===== src/rtl/simple_processor_pkg.sv =====
`default_nettype none
// ============================================================================
// Package     : simple_processor_pkg
// Description : Shared widths and types for the simple processor datapath.
// Revision    : 1.0 - initial release
// ============================================================================
package simple_processor_pkg;

    // Width of every architectural data word and ALU result
    localparam int DATA_WIDTH      = 32;

    // Default number of architectural registers
    localparam int NUM_REG_DEFAULT = 8;

    // Register index width for the default register count
    localparam int REG_ADDR_WIDTH  = $clog2(NUM_REG_DEFAULT);

    typedef logic [REG_ADDR_WIDTH-1:0] reg_addr_t;

endpackage : simple_processor_pkg
`default_nettype wire


===== src/rtl/reg_file_if.sv =====
`default_nettype none
// ============================================================================
// Interface   : reg_file_if
// Description : Operand read / result writeback / issue bundle between the
//               issue+ALU side (master) and the register file (slave).
// Revision    : 1.0 - initial release
// ============================================================================
interface reg_file_if
    import simple_processor_pkg::*;
#(
    parameter int NUM_REG = NUM_REG_DEFAULT
);
    localparam int c_ADDR_W = $clog2(NUM_REG);

    logic [c_ADDR_W-1:0]   rs1_addr_i;
    logic [c_ADDR_W-1:0]   rs2_addr_i;
    logic                  rs1_used_i;
    logic                  rs2_used_i;
    logic [DATA_WIDTH-1:0] rs1_data_o;
    logic [DATA_WIDTH-1:0] rs2_data_o;
    logic [c_ADDR_W-1:0]   rd_addr_i;
    logic                  rd_issue_i;
    logic                  wb_en_i;
    logic [c_ADDR_W-1:0]   wb_addr_i;
    logic [DATA_WIDTH-1:0] wb_data_i;
    logic                  rs1_busy_o;
    logic                  rs2_busy_o;
    logic                  stall_o;

    modport master (
        output rs1_addr_i, rs2_addr_i, rs1_used_i, rs2_used_i,
        output rd_addr_i, rd_issue_i, wb_en_i, wb_addr_i, wb_data_i,
        input  rs1_data_o, rs2_data_o, rs1_busy_o, rs2_busy_o, stall_o
    );

    modport slave (
        input  rs1_addr_i, rs2_addr_i, rs1_used_i, rs2_used_i,
        input  rd_addr_i, rd_issue_i, wb_en_i, wb_addr_i, wb_data_i,
        output rs1_data_o, rs2_data_o, rs1_busy_o, rs2_busy_o, stall_o
    );

endinterface : reg_file_if
`default_nettype wire


===== src/rtl/reg_scoreboard.sv =====
`default_nettype none
// ============================================================================
// Module      : reg_scoreboard
// Description : Per-register pending-write flags with hazard/stall lookup.
//               A writeback in the same cycle satisfies a pending operand.
// Revision    : 1.0 - initial release
// ============================================================================
module reg_scoreboard #(
    parameter int NUM_REG  = 8,
    parameter bit ZERO_REG = 1'b1,
    parameter int ADDR_W   = $clog2(NUM_REG)
) (
    input  wire logic              clk_i,
    input  wire logic              arst_ni,
    input  wire logic [ADDR_W-1:0] rs1_addr_i,
    input  wire logic [ADDR_W-1:0] rs2_addr_i,
    input  wire logic              rs1_used_i,
    input  wire logic              rs2_used_i,
    input  wire logic [ADDR_W-1:0] rd_addr_i,
    input  wire logic              rd_issue_i,
    input  wire logic              wb_en_i,
    input  wire logic [ADDR_W-1:0] wb_addr_i,
    output logic                   rs1_busy_o,
    output logic                   rs2_busy_o,
    output logic                   stall_o
);

    logic [NUM_REG-1:0] busy_q;
    logic [NUM_REG-1:0] busy_d;
    logic               waw;

    // Hazard lookup: a matching writeback this cycle retires the pending write
    always_comb begin
        rs1_busy_o = busy_q[rs1_addr_i] && !(wb_en_i && (wb_addr_i == rs1_addr_i));
        rs2_busy_o = busy_q[rs2_addr_i] && !(wb_en_i && (wb_addr_i == rs2_addr_i));
        waw        = rd_issue_i && busy_q[rd_addr_i]
                     && !(wb_en_i && (wb_addr_i == rd_addr_i));
        stall_o    = (rs1_used_i && rs1_busy_o) || (rs2_used_i && rs2_busy_o) || waw;
    end

    // Next busy state: clear on writeback, then set on accepted issue (set wins)
    always_comb begin
        busy_d = busy_q;
        if (wb_en_i) begin
            busy_d[wb_addr_i] = 1'b0;
        end
        if (rd_issue_i && !stall_o) begin
            busy_d[rd_addr_i] = 1'b1;
        end
        if (ZERO_REG) begin
            busy_d[0] = 1'b0;
        end
    end

    // Busy flags; reset forgets every outstanding write
    always_ff @(posedge clk_i or negedge arst_ni) begin
        if (!arst_ni) begin
            busy_q <= '0;
        end else begin
            busy_q <= busy_d;
        end
    end

endmodule : reg_scoreboard
`default_nettype wire


===== src/rtl/reg_file.sv =====
`default_nettype none
// ============================================================================
// Module      : reg_file
// Description : Architectural register file with write-through bypass and a
//               pending-write scoreboard driving the issue stall.
// Revision    : 1.0 - initial release
// ============================================================================
module reg_file
    import simple_processor_pkg::*;
#(
    parameter int NUM_REG  = NUM_REG_DEFAULT,
    parameter bit ZERO_REG = 1'b1
) (
    input  wire logic  clk_i,
    input  wire logic  arst_ni,
    reg_file_if.slave  rf
);

    localparam int c_ADDR_W = $clog2(NUM_REG);

    logic [DATA_WIDTH-1:0] regs_q [NUM_REG];
    logic                  wr_en;
    logic [DATA_WIDTH-1:0] rs1_data;
    logic [DATA_WIDTH-1:0] rs2_data;

    // Hardwired zero register silently drops its writes
    assign wr_en = rf.wb_en_i && !(ZERO_REG && (rf.wb_addr_i == '0));

    // Single full-word write port
    always_ff @(posedge clk_i or negedge arst_ni) begin
        if (!arst_ni) begin
            for (int i = 0; i < NUM_REG; i++) begin
                regs_q[i] <= '0;
            end
        end else if (wr_en) begin
            regs_q[rf.wb_addr_i] <= rf.wb_data_i;
        end
    end

    // Combinational reads; same-cycle writeback is forwarded except to r0
    always_comb begin
        rs1_data = regs_q[rf.rs1_addr_i];
        rs2_data = regs_q[rf.rs2_addr_i];
        if (wr_en && (rf.wb_addr_i == rf.rs1_addr_i)) begin
            rs1_data = rf.wb_data_i;
        end
        if (wr_en && (rf.wb_addr_i == rf.rs2_addr_i)) begin
            rs2_data = rf.wb_data_i;
        end
    end

    assign rf.rs1_data_o = rs1_data;
    assign rf.rs2_data_o = rs2_data;

    reg_scoreboard #(
        .NUM_REG  (NUM_REG),
        .ZERO_REG (ZERO_REG),
        .ADDR_W   (c_ADDR_W)
    ) u_scoreboard (
        .clk_i      (clk_i),
        .arst_ni    (arst_ni),
        .rs1_addr_i (rf.rs1_addr_i),
        .rs2_addr_i (rf.rs2_addr_i),
        .rs1_used_i (rf.rs1_used_i),
        .rs2_used_i (rf.rs2_used_i),
        .rd_addr_i  (rf.rd_addr_i),
        .rd_issue_i (rf.rd_issue_i),
        .wb_en_i    (rf.wb_en_i),
        .wb_addr_i  (rf.wb_addr_i),
        .rs1_busy_o (rf.rs1_busy_o),
        .rs2_busy_o (rf.rs2_busy_o),
        .stall_o    (rf.stall_o)
    );

endmodule : reg_file
`default_nettype wire


===== src/flat_wrapper.sv =====
// flat-port wrapper written by rule: the top's interface ports become plain ports
module reg_file_flat import simple_processor_pkg::*;
#(
    parameter int NUM_REG  = NUM_REG_DEFAULT,
    parameter bit ZERO_REG = 1'b1
)
  (clk_i, arst_ni, rf_rs1_addr_i, rf_rs2_addr_i, rf_rs1_used_i, rf_rs2_used_i, rf_rd_addr_i, rf_rd_issue_i, rf_wb_en_i, rf_wb_addr_i, rf_wb_data_i, rf_rs1_data_o, rf_rs2_data_o, rf_rs1_busy_o, rf_rs2_busy_o, rf_stall_o);
  reg_file_if #(.NUM_REG(NUM_REG)) rf_i ();
  input  wire logic clk_i;
  input  wire logic arst_ni;
  input wire logic [$bits(rf_i.rs1_addr_i)-1:0] rf_rs1_addr_i;
  input wire logic [$bits(rf_i.rs2_addr_i)-1:0] rf_rs2_addr_i;
  input wire logic [$bits(rf_i.rs1_used_i)-1:0] rf_rs1_used_i;
  input wire logic [$bits(rf_i.rs2_used_i)-1:0] rf_rs2_used_i;
  input wire logic [$bits(rf_i.rd_addr_i)-1:0] rf_rd_addr_i;
  input wire logic [$bits(rf_i.rd_issue_i)-1:0] rf_rd_issue_i;
  input wire logic [$bits(rf_i.wb_en_i)-1:0] rf_wb_en_i;
  input wire logic [$bits(rf_i.wb_addr_i)-1:0] rf_wb_addr_i;
  input wire logic [$bits(rf_i.wb_data_i)-1:0] rf_wb_data_i;
  output wire logic [$bits(rf_i.rs1_data_o)-1:0] rf_rs1_data_o;
  output wire logic [$bits(rf_i.rs2_data_o)-1:0] rf_rs2_data_o;
  output wire logic [$bits(rf_i.rs1_busy_o)-1:0] rf_rs1_busy_o;
  output wire logic [$bits(rf_i.rs2_busy_o)-1:0] rf_rs2_busy_o;
  output wire logic [$bits(rf_i.stall_o)-1:0] rf_stall_o;
  assign rf_i.rs1_addr_i = rf_rs1_addr_i;
  assign rf_i.rs2_addr_i = rf_rs2_addr_i;
  assign rf_i.rs1_used_i = rf_rs1_used_i;
  assign rf_i.rs2_used_i = rf_rs2_used_i;
  assign rf_i.rd_addr_i = rf_rd_addr_i;
  assign rf_i.rd_issue_i = rf_rd_issue_i;
  assign rf_i.wb_en_i = rf_wb_en_i;
  assign rf_i.wb_addr_i = rf_wb_addr_i;
  assign rf_i.wb_data_i = rf_wb_data_i;
  assign rf_rs1_data_o = rf_i.rs1_data_o;
  assign rf_rs2_data_o = rf_i.rs2_data_o;
  assign rf_rs1_busy_o = rf_i.rs1_busy_o;
  assign rf_rs2_busy_o = rf_i.rs2_busy_o;
  assign rf_stall_o = rf_i.stall_o;
  reg_file #(.NUM_REG(NUM_REG), .ZERO_REG(ZERO_REG)) u_core (.clk_i(clk_i), .arst_ni(arst_ni), .rf(rf_i));
endmodule

===== config.mk =====
export PLATFORM = sky130hd
export DESIGN_NAME = reg_file_flat
export DESIGN_NICKNAME = d
export VERILOG_FILES = /design/src/rtl/simple_processor_pkg.sv /design/src/rtl/reg_file_if.sv /design/src/rtl/reg_scoreboard.sv /design/src/rtl/reg_file.sv /design/src/flat_wrapper.sv
export SDC_FILE = /design/constraint.sdc
export NUM_CORES = 1
export LEC_CHECK = 0
export CELL_PAD_IN_SITES_DETAIL_PLACEMENT = 1
export CELL_PAD_IN_SITES_GLOBAL_PLACEMENT = 2
export CORE_ASPECT_RATIO = 1.25
export CORE_MARGIN = 3
export CORE_UTILIZATION = 40
export CTS_BUF_LIST = sky130_fd_sc_hd__clkbuf_8 sky130_fd_sc_hd__clkbuf_16
export DETAILED_ROUTE_END_ITERATION = 10
export PLACE_DENSITY_LB_ADDON = 0.1
export SYNTH_ARGS = -nofsm -noshare
export SYNTH_HDL_FRONTEND = slang
export SYNTH_HIERARCHICAL = 1
export SYNTH_SLANG_ARGS = --single-unit

===== constraint.sdc =====
create_clock -name clk_i -period 3.29 [get_ports clk_i]
set_clock_uncertainty 0.1 [all_clocks]
set_input_delay 0.8225 -clock clk_i [delete_from_list [all_inputs] [get_ports clk_i]]
set_output_delay 0.8225 -clock clk_i [all_outputs]
set_load 0.05 [all_outputs]

# Word-level counts from Yosys, hierarchy flattened
# Index checks and enable logic that the tools add are counted.
# W data, S select, Z words.
[classes]
order_cmp = 10
eq_ne = 3
muxes = 23
bitwise_logic = 6
n_reduce_logical = 24
[op_table]
columns = ["cell", "n"]
rows = [
  ["$bwmux W256", 1],
  ["$mux W32", 7],
  ["$bmux W32 S3", 2],
  ["$demux W32 S3", 1],
  ["$logic_and A1 B1 Y1", 16],
  ["$lt A3 B4 Y1 const B", 4],
  ["$mux W8", 2],
  ["$ge A4 B4 Y1 const B", 3],
  ["$not A3 Y4", 3],
  ["$bmux W1 S3", 3],
  ["$eq A3 B3 Y1", 3],
  ["$and A8 B8 Y8", 1],
  ["$not A8 Y8", 1],
  ["$or A8 B8 Y8", 1],
  ["$demux W1 S3", 2],
  ["$ge A3 B1 Y1 const B", 2],
  ["$logic_not A1 Y1", 5],
  ["$mux W1", 5],
  ["$lt A4 B1 Y1 const B", 1],
  ["$logic_not A3 Y1", 1],
  ["$logic_or A1 B1 Y1", 2],
]
[totals]
register_bits = 263
out_inout_bits = 67
wordCells = 75

# Depth between registers and ports, before layout
[depth]
ltp_word = 10
mapped_depth = 7
ltp_nobuf = 5

# Hierarchy
# The synthesis kept the hierarchy.
[by_module_without_submodules]
columns = ["mod", "instances", "cells_per_inst", "area_per_inst_um2"]
rows = [
  ["reg_file", 1, 858, 14187.4],
  ["reg_scoreboard", 1, 84, 744.5],
]

# Least setup slack after synthesis
# No wires, ideal clock.
[synth_path]
kind = "input port to output port"
from = "in rf_wb_addr_i[2]"
to = "out rf_rs1_busy_o"
arrival_ns = 2.457
required_ns = 2.368
setup_slack_ns = -0.089
stages = 4
n_path_buf = 1
path_cell_list = "clkbuf_1 xnor2_1 nand4_1 nor3b_1"
[synth_between]
elab_chain_len = 4
[synth_lines]
columns = ["item", "line", "rtl"]
rows = [
  ["start, declared", "flat_wrapper.sv:18", "input wire logic [$bits(rf_i.wb_addr_i)-1:0] rf_wb_addr_i;"],
  ["$eq A3 B3 Y1", "reg_scoreboard.sv:34", "rs1_busy_o = busy_q[rs1_addr_i] && !(wb_en_i && (wb_addr_i == rs1_addr_i));"],
  ["$logic_and A1 B1 Y1", "reg_scoreboard.sv:34", ""],
  ["$logic_not A1 Y1", "reg_scoreboard.sv:34", ""],
  ["$logic_and A1 B1 Y1", "reg_scoreboard.sv:34", ""],
  ["end, declared", "flat_wrapper.sv:22", "output wire logic [$bits(rf_i.rs1_busy_o)-1:0] rf_rs1_busy_o;"],
]
# No other way between the ends.

# Worst setup path after layout
[layout_path]
from = "in rf_rs2_addr_i[0]"
to = "out rf_rs2_data_o[22]"
[layout_between]
elab_chain_len = 5
elab_cells_between_ends = 7
classes_between = "1 x eq/ne; 4 x mux; 1 x bitwise; 1 x reduce/logical"
[layout_lines]
columns = ["item", "line", "rtl"]
rows = [
  ["start, declared", "flat_wrapper.sv:12", "input wire logic [$bits(rf_i.rs2_addr_i)-1:0] rf_rs2_addr_i;"],
  ["$not A3 Y4 (not written as such)", "reg_file.sv:43", "rs2_data = regs_q[rf.rs2_addr_i];"],
  ["$bmux W32 S3", "reg_file.sv:43", ""],
  ["$mux W32 (not written as such) (2 in series)", "reg_file.sv:43", ""],
  ["$mux W32 (*)", "reg_file.sv:47", "if (wr_en && (rf.wb_addr_i == rf.rs2_addr_i)) begin"],
  ["end, declared", "flat_wrapper.sv:21", "output wire logic [$bits(rf_i.rs2_data_o)-1:0] rf_rs2_data_o;"],
]
# Every way passes the cells marked *; elsewhere a longest branch is shown, timed or not. The select of a mux whose other input is x is not followed.

==> metrics.md <==
| Metric | Value |
|---|---|
| Status | finished, violations left |
| Failing checks | setup timing |
| First-pass GRT wire length | 64,800 um |
| Synth Cell Area | 0.0149 mm^2 |
| Register area share after synthesis | 44.1% |
| Register area | 0.00658 mm^2 |
| Place WS | -0.412 ns |
| PwrDens | 621 mW/mm^2 |
| CTS clock-pin slew for the worst setup and hold paths | 0.06 ns |
| Drt via density | 5.71 |
| Synth async-reset ratio | 100% |
| Hold Fails Final Rpt | 0 |
| Core Box Area | 0.0366 mm^2 |
| EDFF count, synth | 0 |
| Top_reg_cell synth | dfrtp_1 |
| Hold_buf cts | 0 |
| Die extent in x | 179 um |
| H-tree depth | 1 |
| Antenna violations before repair | 0 |
| Diode count | 0 |
| FF+latch count, synth | 263 |
| Cells along the critical path | buf_16, buf_12, buf_16, mux4_2, mux2_4, mux2_4, buf_8 |
| FP Rows | 78 |
| Commonest non-fill, non-tap cell in the layout | dfrtp_1 |
| # IOs | 117 |
| Fin crit share | 104% |
| Yosys warns | 6 |
| Slew Viols, Final | 0 |
| Fillers | 3,442 |
| Gr usage total | 21.6% |
| Worst setup SP type | input port |
| DRC errors left | 0 |
| Post-DP HPWL | 24,800 um |
| Die area | 0.0397 mm^2 |
| Worst Path Max Fanout | 6 |
| Ratio of cells with drive above 1 in the final layout | 66.1% |
| Peak supply drop | 0.448 mV |
| Clock Tree Buf Depth | 3 |
| RSZ-0062 raised after global routing | true |
| Mean Syn Cell Area | 15.9 um^2 |
| PnR worst setup slack | -0.122 ns |
| Mapped Cells | 942 |
| DRT Wirelength | 43,000 um |
| Final setup fails | 35 |
| Fmax | 293 MHz |
| Total gr overflow | 0 |
| Metal2 WL | 22,200 um |
| DP Area | 0.0170 mm^2 |
| Commonest non-fill, non-tap cells in the layout | dfrtp_1, mux2_2, mux4_2, mux2_4, buf_4 |
| Syn nets | 992 |
| CTS tree | built |
| CTS root buf | clkbuf_16 |
| CP max stage cell | mux4_2 |
| Via count | 9,181 |
| GPL Wtd Cong | 0.736 |
| Antenna Nets Post-Route | 0 |
| TritonCTS Sinks | 263 |
| Critical path type | input port to output pin |
| Leakage | 8.30 nW |
| Max-cap viol count | 0 |
| Slowest stage delay, CP | 0.50 ns |
| Slew headroom | 44.3% |
| Starting density of the core | 40.8% |
| IO buf count | 116 |
| Design Area, Final | 0.0195 mm^2 |
| Vias in the first global route | 10,101 |
| Synthesis-to-layout area growth | 30.4% |
| Die span in y | 222 um |
| Drt wl/cell | 26.7 um |
| Skew-Pair Late Insertion Delay | 0.57 ns |
| Met3 routed WL | 1490 um |
| CP Capture Type | output pin |
| Number of buffers created by CTS | 30 |
| Hold Slack | 0.212 ns |
| DRT iter0 DRCs | 494 |
| Worst slew pin tran | 0.836 ns |
| Nets | 1,155 |
| Count of cell types in the netlist | 38 |
| Minimum clock period | 3.41 ns |
| 1st-pass router iterations | 4 |
| Multi-input gate area | 0.00801 mm^2 |
| Largest net degree at the start of global routing | 100 |
| CP required | 2.37 ns |
| M1 WL | 18,700 um |
| Total power | 12.1 mW |
| CP arrival | 2.49 ns |
| Worst min path class | input port to asynchronous set/reset pin |
| Max layer used | met4 |
==> cell families after synthesis <==
| family | count (synthesis) | share of synthesized area [%] |
|---|---|---|
| AOI/OAI and AO/OA | 18 | 1.02 |
| xor gates and xnor gates | 13 | 0.763 |
| buffers and inverters | 111 | 3.70 |
| DFF | 263 | 44.1 |
| muxes | 489 | 48.4 |
| and+or+nand+nor | 48 | 2.08 |
==> critical path: cells and delay by family <==
kind / cells / cell delay [ns]
buffers and inverters: 4 / 0.57
muxes: 3 / 1.08
==> report_power, final <==
part           internal [mW]  leakage [nW]  switching (mW)
combinational           2.42          4.54            1.90
sequential              3.88          3.22           0.477
clock                   2.04         0.529            1.37
==> stage by stage <==
| stage | util, % | std cells | TNS, ns |
|---|---|---|---|
| CTS | 52.4 | 1599 | -3.97 |
| detailed placement | 46.5 | 1514 | -23.85 |
| global route | 53.2 | 1608 | -4.04 |
| floorplan | - | 942 | 0 |
| global placement | 46.5 | 1514 | -22.16 |
| finish | 53.2 | 1608 | -2.65 |
==> cell type report <==
| cell class | count | share of cell area, % |
|---|---|---|
| Clock buffer | 36 | 4.34 |
| Clock inverter | 19 | 0.861 |
| Inverter | 1 | 0.0193 |
| Multi-Input combinational cell | 568 | 41.1 |
| Sequential cell | 263 | 33.8 |
| Tap cell | 480 | 3.08 |
| Timing Repair Buffer | 241 | 16.7 |
==> sequential cells by signal, summed over array words and instances, names as in the netlist <==
signal / cells
u_core/regs_q: 256
u_core/u_scoreboard/busy_q: 7
==> synthesized netlist by cell type, types with 4 or more instances <==
master | n | area [um^2]
mux2_2 | 352 | 3960
nor2b_1 | 5 | 31.3
nor3b_1 | 4 | 30.0
buf_2 | 24 | 120
clkbuf_1 | 64 | 240
mux4_2 | 55 | 1240
buf_1 | 8 | 30.0
mux2_1 | 5 | 56.3
a22o_1 | 6 | 52.6
buf_6 | 14 | 158
nor2_1 | 4 | 15.0
nand4_1 | 4 | 25.0
mux4_1 | 73 | 1920
dfrtp_1 | 263 | 6580
xnor2_1 | 11 | 96.3
nand3_1 | 4 | 20.0
nand2_1 | 11 | 41.3
==> worst paths after layout <==
path	startpoint	end	slack, ns	cells past startpoint
setup / recovery	rf_rs2_addr_i[0]	rf_rs2_data_o[22]	-0.12	7
hold / removal	arst_ni	u_core/regs_q[249]$_DFFE_PN0P_	0.21	1
setup reg to reg	u_core/u_scoreboard/busy_q[5]$_DFF_PN0_	u_core/u_scoreboard/busy_q[3]$_DFF_PN0_	1.16	6
hold reg to reg	u_core/regs_q[228]$_DFFE_PN0P_	u_core/regs_q[228]$_DFFE_PN0P_	0.29	0
max in group asynchronous	arst_ni	u_core/regs_q[170]$_DFFE_PN0P_	2.10	2
min in group clk_i	u_core/regs_q[228]$_DFFE_PN0P_	u_core/regs_q[228]$_DFFE_PN0P_	0.29	0
==> per-layer routing <==
metal | vias up | global-route usage (%)
li1 | 3964 | -
met1 | 5017 | 29.8
met2 | 158 | 37.2
met3 | 42 | 2.55
met4 | 0 | 3.92
met5 | - | 0
==> repair_timing <==
action                     in CTS  in global routing
setup buffers                  15                 11
gates cloned                   15                  4
pin swaps                       5                  6
resized for setup             273                 94
setup endpoints to repair      65                 63
Note: power is estimated with default switching activity, not from simulation.
